## config.mk

```make
export PLATFORM = sky130hd
export DESIGN_NAME = hand_datapath
export DESIGN_NICKNAME = d
export VERILOG_FILES = /design/src/rtl/card_pkg.sv /design/src/rtl/deck_counter.sv /design/src/rtl/hand_datapath.sv
export SDC_FILE = /design/constraint.sdc
export NUM_CORES = 1
export LEC_CHECK = 0
export CAP_MARGIN = 25
export CORE_MARGIN = 3
export CORE_UTILIZATION = 55
export CTS_CLUSTER_DIAMETER = 150
export DETAILED_ROUTE_END_ITERATION = 8
export DONT_BUFFER_PORTS = 1
export GPL_ROUTABILITY_DRIVEN = 1
export MAX_ROUTING_LAYER = met4
export PLACE_DENSITY = 0.7
export SLEW_MARGIN = 20
export SYNTH_ARGS = -nofsm -noshare
export SYNTH_HDL_FRONTEND = slang
export SYNTH_HIERARCHICAL = 1
export SYNTH_SLANG_ARGS = --single-unit
```

## constraint.sdc

```tcl
create_clock -name slow_clock -period 9.6 [get_ports slow_clock]
set_clock_uncertainty 0.2 [all_clocks]
set_input_delay 1.44 -clock slow_clock [delete_from_list [all_inputs] [get_ports slow_clock]]
set_output_delay 1.44 -clock slow_clock [all_outputs]
set_load 0.01 [all_outputs]
```

## src/rtl/card_pkg.sv

```systemverilog
// Shared card/score types, constants and the rank-to-value mapping for the
// baccarat dealing datapath.
package card_pkg;

  typedef logic [3:0] card_t;
  typedef logic [3:0] score_t;

  localparam card_t       CARD_EMPTY = 4'd0;
  localparam int unsigned RANK_MAX   = 13;
  localparam int unsigned SCORE_MOD  = 10;

  // Ranks 1..9 count at face value; empty slots and 10/J/Q/K count as zero.
  function automatic score_t card_value(input card_t c);
    score_t v;
    v = 4'd0;
    if ((c >= 4'd1) && (c <= 4'd9)) begin
      v = score_t'(c);
    end
    return v;
  endfunction

endpackage

```

## src/rtl/deck_counter.sv

```systemverilog
// Free-running deck counter: 1, 2, ..., RankMax, 1, ... Never holds zero.
module deck_counter
  import card_pkg::*;
#(
  parameter int unsigned RankMax = RANK_MAX
) (
  input  logic       clk_i,
  input  logic       rst_i,
  output logic [3:0] count_o
);

  card_t count_q, count_d;

  // Next count with wrap back to 1.
  always_comb begin
    count_d = count_q + 4'd1;
    if (count_q == 4'(RankMax)) begin
      count_d = 4'd1;
    end
  end

  // Count register; synchronous reset to the first rank.
  always_ff @(posedge clk_i) begin
    if (rst_i) begin
      count_q <= 4'd1;
    end else begin
      count_q <= count_d;
    end
  end

  assign count_o = count_q;

endmodule

```

## src/rtl/hand_datapath.sv

```systemverilog
// Datapath half of the baccarat dealing handshake: captures cards into the
// strobed slot, flags illegal strobe patterns and reports hand scores.
// Optional: HAND_DATAPATH_EXT_DECK_EN replaces the internal deck counter with
// an external ext_card input.
module hand_datapath
  import card_pkg::*;
(
  input  logic       slow_clock,
  input  logic       reset,
  input  logic       load_pcard1,
  input  logic       load_pcard2,
  input  logic       load_pcard3,
  input  logic       load_dcard1,
  input  logic       load_dcard2,
  input  logic       load_dcard3,
`ifdef HAND_DATAPATH_EXT_DECK_EN
  input  logic [3:0] ext_card,
`endif
  output logic [3:0] pcard1,
  output logic [3:0] pcard2,
  output logic [3:0] pcard3,
  output logic [3:0] dcard1,
  output logic [3:0] dcard2,
  output logic [3:0] dcard3,
  output logic [3:0] pscore,
  output logic [3:0] dscore,
  output logic [2:0] deal_count,
  output logic       protocol_err
);

  // Slot order: [0..2] player 1..3, [3..5] dealer 1..3.
  logic [5:0] load;
  card_t      card_q [6];
  card_t      card_d [6];
  logic [2:0] count_q, count_d;
  logic       err_q, err_d;
  card_t      card_src;
  logic       src_ok;
  logic       one_hot;
  logic       slot_ok;
  logic [5:0] prev_ok;
  logic [4:0] psum, dsum;

  assign load = {load_dcard3, load_dcard2, load_dcard1, load_pcard3, load_pcard2, load_pcard1};

`ifdef HAND_DATAPATH_EXT_DECK_EN
  assign card_src = ext_card;
  assign src_ok   = (ext_card != CARD_EMPTY) && (ext_card <= 4'(RANK_MAX));
`else
  deck_counter #(
    .RankMax(RANK_MAX)
  ) u_deck_counter (
    .clk_i  (slow_clock),
    .rst_i  (reset),
    .count_o(card_src)
  );
  assign src_ok = 1'b1;
`endif

  // Slot 1 of each side has no predecessor; slots 2/3 need the previous slot filled.
  assign prev_ok = {card_q[4] != CARD_EMPTY, card_q[3] != CARD_EMPTY, 1'b1,
                    card_q[1] != CARD_EMPTY, card_q[0] != CARD_EMPTY, 1'b1};

  assign one_hot = (load != 6'd0) && ((load & (load - 6'd1)) == 6'd0);

  // Legality check and capture/next-state for cards, count and sticky error.
  always_comb begin
    card_d  = card_q;
    count_d = count_q;
    err_d   = err_q;
    slot_ok = 1'b0;
    for (int i = 0; i < 6; i++) begin
      if (load[i]) begin
        slot_ok = (card_q[i] == CARD_EMPTY) && prev_ok[i];
      end
    end
    if (one_hot && slot_ok && src_ok) begin
      for (int i = 0; i < 6; i++) begin
        if (load[i]) begin
          card_d[i] = card_src;
        end
      end
      count_d = count_q + 3'd1;
    end else if (load != 6'd0) begin
      err_d = 1'b1;
    end
  end

  // Hand state registers; reset discards the whole hand and clears the error.
  always_ff @(posedge slow_clock) begin
    if (reset) begin
      for (int i = 0; i < 6; i++) begin
        card_q[i] <= CARD_EMPTY;
      end
      count_q <= 3'd0;
      err_q   <= 1'b0;
    end else begin
      card_q  <= card_d;
      count_q <= count_d;
      err_q   <= err_d;
    end
  end

  // Hand scores from the registered cards; 5-bit sum covers the 27 maximum.
  always_comb begin
    psum   = 5'(card_value(card_q[0])) + 5'(card_value(card_q[1])) + 5'(card_value(card_q[2]));
    dsum   = 5'(card_value(card_q[3])) + 5'(card_value(card_q[4])) + 5'(card_value(card_q[5]));
    pscore = 4'(psum % 5'(SCORE_MOD));
    dscore = 4'(dsum % 5'(SCORE_MOD));
  end

  assign pcard1       = card_q[0];
  assign pcard2       = card_q[1];
  assign pcard3       = card_q[2];
  assign dcard1       = card_q[3];
  assign dcard2       = card_q[4];
  assign dcard3       = card_q[5];
  assign deal_count   = count_q;
  assign protocol_err = err_q;

endmodule

```

After elaboration in Yosys (flattened, before gate mapping)

Index checks and enable logic that the tools add are counted.

Word-level logic and storage cells: 77
Register bits after elaboration: 32
Input port bits: 8

Bitwise gates (word level): 2
Mux-type cells: 12
Div/mod/pow operators: 2
Magnitude comparators: 12
Reductions and logical operators: 32
Equal/unequal tests: 1
Add/sub/neg operators: 7

Operator list:

| operator              | number |
|---|---|
| $ge A4 B1 Y1 const B  | 6 |
| $le A4 B4 Y1 const B  | 6 |
| $logic_not A4 Y1      | 6 |
| $mux W4               | 6 |
| $reduce_bool A4 Y1    | 4 |
| $reduce_and A2 Y1     | 7 |
| $logic_and A1 B1 Y1   | 12 |
| $add A4 B4 Y5         | 2 |
| $add A5 B4 Y5         | 2 |
| $mod A5 B4 Y5 const B | 2 |
| $and A6 B6 Y6         | 1 |
| $logic_not A6 Y1      | 1 |
| $mux W1               | 6 |
| $reduce_bool A6 Y1    | 1 |
| $sub A6 B1 Y6 const B | 1 |
| $add A4 B1 Y4 const B | 1 |
| $eq A4 B4 Y1 const B  | 1 |
| $add A3 B1 Y3 const B | 1 |
| $reduce_or A2 Y1      | 1 |
| $not A1 Y1            | 1 |

Depth between registers and ports, before layout

Depth in word-level cells: 10
Depth in mapped cells: 16
Depth with buffers taken out: 16

Cells and area by module

Netlist, hierarchy kept.

Modules (own cells, without submodules):

| module        | area each (µm²) | times used | cells an instance |
|---|---|---|---|
| hand_datapath | 2207.1          | 1          | 263 |
| deck_counter  | 175.2           | 1          | 18 |

Worst setup path before layout

OpenSTA, ideal clock, no wires.

Kind: register to output
From: register card_q (netlist bit pcard1[3])
To: output port pscore[1]
Path buffers: 0
Required time: 7.960 ns
Arrival: 3.724 ns
Stages on the path, launching flop included: 17
Slack: 4.236 ns
Cells stage by stage: dfxtp_1 o21ai_0 and2_1 fa_1 ha_1 fa_1 xnor2_1 ha_1 nor2b_1 or4_1 nand2_1 inv_1 ha_1 o21bai_1 nand3b_1 a21oi_1 xnor2_1

Longest elaborated chain between the ends: 6
Elaborated cells on any way between the ends: 7
Classes of those cells: add/sub: 2; div: 1; order compare: 2; mux: 1; reduce/logical: 1

Ends and longest elaborated chain:

| element                                      | line                 | source |
|---|---|---|
| from (decl)                                  | hand_datapath.sv:33  | `card_t card_q [6];` |
| from (signal assigned)                       | hand_datapath.sv:98  | `card_q <= card_d;` |
| $ge A4 B1 Y1 or $le A4 B4 Y1 (tied branches) | card_pkg.sv:16       | `if ((c >= 4'd1) && (c <= 4'd9)) begin` |
| $logic_and A1 B1 Y1                          | card_pkg.sv:16       |  |
| $mux W4 *                                    | card_pkg.sv:16       |  |
| $add A4 B4 Y5 *                              | hand_datapath.sv:106 | `psum = 5'(card_value(card_q[0])) + 5'(card_value(card_q[1])) + 5'(card_value(card_q[2]));` |
| $add A5 B4 Y5 *                              | hand_datapath.sv:106 |  |
| $mod A5 B4 Y5 *                              | hand_datapath.sv:108 | `pscore = 4'(psum % 5'(SCORE_MOD));` |
| to (decl)                                    | hand_datapath.sv:25  | `output logic [3:0] pscore,` |

Mark *: on every way between the ends. The rest lies on a longest branch, timed or not.

Worst setup path in the final report

Same ends and word-level chain as after synthesis.

==> summary.md <==
| Metric | Value |
|---|---|
| Final worst path period share | 0.624 |
| Most used cell, CP | ha_1 |
| Clock root cell | clkbuf_8 |
| CTS tree | done |
| Post-synthesis sequential area ratio | 0.269 |
| Final hold vios | 0 |
| Synthesis-to-finish area growth | 4.73% |
| Worst slack, placed | 3920 ps |
| Mux contribution to synthesized area | 0.00840 |
| Vias in the first global route | between 1,500 and 2,000 |
| PD cells | 118 nW/um2 |
| VDD IR max | 0.0886 mV |
| Die width | 71.8 um |
| Initial antenna violation count | 0 |
| Compound-Gate Fraction of Synth Area | 0.211 |
| Fill cell count | 372 |
| Cell Area, Synth | 2380 um2 |
| Library cells used by synthesis | 51 |
| CP Capture Type | output port |
| P_leak | around 1.0 nW |
| Critical path type | register to output port |
| Synth Area in XOR/XNOR | 0.0257 |
| Via count | 1,894 |
| Overflow after GRT | 0 |
| Num CTS Buffers | 5 |
| Total track usage | 0.208 |
| Mapped Cells | 281 |
| Initial core utilization | 0.583 |
| H-tree levels | 2 |
| WL/cell | 14.8 um |
| Worst setup SP type | register |
| Slowest cell on crit path | or4_1 |
| Hold Crit Class | register to register |
| Worst setup margin | 3610 ps |
| Worst hold path depth | 2 |
| Clock Latency Late Sink | 280 ps |
| Synth async-reset ratio | 0 |
| Max Clk Rate | 167 MHz |
| Data required, critical path | 7960 ps |
| Final Setup Violations | 0 |
| Routability congestion estimate | 0.882 |
| Critical path peak fanout | 7 |
| Hold Crit Start | deal_count[2]$_SDFFE_PP0P_ |
| First-pass GRT wire length | 8.31 mm |
| Core Region | approximately 4100 um2 |
| Num ports | 44 |
| Commonest cells after routing, fill and taps aside | nor2_1 (40), dfxtp_1 (32), nand2_1 (30) |
| TNS Setup | 0 ps |
| Minimum clock period | 5990 ps |
| Port-buffer cells | 0 |
| Clock slew at reported path FFs | ~70 ps |
| Critical Path Max Stage Delay | roughly 540 ps |
| Hold EP | deal_count[2]$_SDFFE_PP0P_ |
| Power Total | 0.294 mW |
| Delay-heaviest family, CP | adder cells |
| Postcts setup bufs | 0 |
| Post-Layout Inst Area | 2490 um2 |
| Most common cell after layout, fill and taps aside | nor2_1 |
| Die height | 71.8 um |
| Reg2reg path depth | 6 |
| DRT Pass-1 Iters | 5 |
| Placed inst area | 2380 um2 |
| NumNets Final | between 300 and 400 |
| Combinational family with the most area after synthesis | simple AND/OR/NAND/NOR gates |
| Worst r2r src | dcard1[1]$_SDFFE_PP0P_ |
| WP buf/inv | 1 |
| Slew Limit Fails | 0 |
| Critical path arrival | between 4000 and 5000 ps |
| Area fraction in and, or, nand and nor cells after synthesis | 0.253 |
| Die Area | 5160 um2 |
| Avg Cell Area, Syn | 8.48 um2 |
| Syn Nets | 314 |
| RSZ-0062 raised after global routing | false |
| Relative slew margins | 0.519 |
| Row cnt | 23 |
| CTS Hold Bufs | 0 |
| Initial DRC count | 44 |
| DRC | 0 |
| Max Cap Violations | 0 |
| DR vias/cell | 5.72 |
| Adder-Cell Fraction of Synth Area | 0.171 |
| Post-DP HPWL | 3.65 mm |
| Number of inserted diodes | 0 |
| Clock sink total | 32 |
| Status | finished, final reports clean |
| Reg2reg setup slack | 6870 ps |
| Worst slew pin tran | around 720 ps |
| Final wirelength | slightly below 5 mm |
| Largest net degree at the start of global routing | 32 |
| Fraction of layout cells with a size suffix above 1 | 0.125 |
| RR Endpoint | dcard1[0]$_SDFFE_PP0P_ |
| CTS resizes | 0 |
| Clock Path Buffers | 2 |
| Worst path cell trace | o21ai_0, and2_1, fa_1, ha_1, fa_1, xnor2_1, ha_1, nor2b_1, or4_1, nand2_1, inv_1, ha_1, o21bai_1, nand3b_1, a21oi_1, xnor2_1 |
| Number of nets with antenna violations after routing | 0 |
| Hold WS | 338 ps |
| Yosys warnings | 6 |
| Post-synth EDFFs | 0 |
| Seq cells post-synth | 32 |
| Main flop type after synthesis | dfxtp_1 |
## synthesized netlist by cell type, types with 3 or more instances
master,number,area [um2]
nand2_1,30,113
o21ba_2,20,200
or4_1,4,30.0
nor3_1,3,15.0
ha_1,15,188
nand2b_1,7,43.8
o22ai_1,4,25.0
a21o_1,3,22.5
xnor2_1,5,43.8
nor3b_1,3,22.5
o21ai_0,11,55.1
and2_1,6,37.5
fa_1,10,200
nor2_1,40,150
a21oi_1,14,70.1
dfxtp_1,32,641
inv_1,21,78.8
nor2b_1,6,37.5
buf_6,5,56.3
## worst register-to-register path, delay by kind of cell, from the launching register on
family | cells | cell delay (ps)
DFF | 1 | 390
and+or+nand+nor | 3 | 950
AOI/OAI and AO/OA | 3 | 1090
## where the power goes
part	switching [mW]	leakage, nW	internal [mW]	total [mW]
Sequential	0.00739	0.259	0.136	0.143
Combinational	0.0123	0.718	0.0124	0.0248
Clock	0.0496	0.0552	0.0770	0.127
## final cells by class
type	count	area, um2	area share
clock buffers	6	72.6	0.0291
clock inverters	2	35.0	0.0140
inverters	21	78.8	0.0316
multi-input cells	220	1610	0.643
flip-flops and latches	32	641	0.257
well taps	50	62.6	0.0251
## worst max-delay path by stage
| stage | start | to | slack [ps] | cells past startpoint |
|---|---|---|---|---|
| after floorplan | pcard1[3]$_SDFFE_PP0P_ | pscore[1] | 4240 | 16 |
| after global placement | pcard1[3]$_SDFFE_PP0P_ | pscore[1] | 4050 | 16 |
| after detailed placement | pcard1[3]$_SDFFE_PP0P_ | pscore[1] | 3920 | 16 |
| after CTS | pcard1[3]$_SDFFE_PP0P_ | pscore[1] | 3610 | 16 |
| after global routing | pcard1[3]$_SDFFE_PP0P_ | pscore[1] | 3240 | 16 |
| final | pcard1[3]$_SDFFE_PP0P_ | pscore[1] | 3610 | 16 |
## registers in the layout, indices dropped and copies added (netlist names), 3 cells and up
name and cells:
u_deck_counter/count_o 4, dcard3 4, dcard1 4, dcard2 4, deal_count 3, pcard2 4, pcard1 4, pcard3 4
## logic make-up (layout without fill, tap and decap cells)
kind of cell / after synthesis / after routing
XOR/XNOR: 7 / 7
buffers and inverters: 29 / 29
multiplexers: 2 / 2
AO/OA/AOI/OAI: 67 / 67
AND/OR/NAND/NOR: 117 / 117
flip-flops: 32 / 32
adder cells (fa/ha/maj): 27 / 27
## metal layers
layer | GRT usage | part of all wire | vias to the layer above
met5 | - | 0 | -
met3 | 0.0561 | 0.062 | 5
met4 | 0.0564 | 0.012 | 0
li1 | - | - | 960
met2 | 0.331 | 0.45 | 49
met1 | 0.261 | 0.47 | 880
## stage by stage
stage                     std cells  utilization
after global routing            331        0.611
after detailed placement        323        0.581
after CTS                       331        0.608
final                           331        0.611
after global placement          323        0.581
after floorplan                 281            -
(Power assumes the default switching activity.)
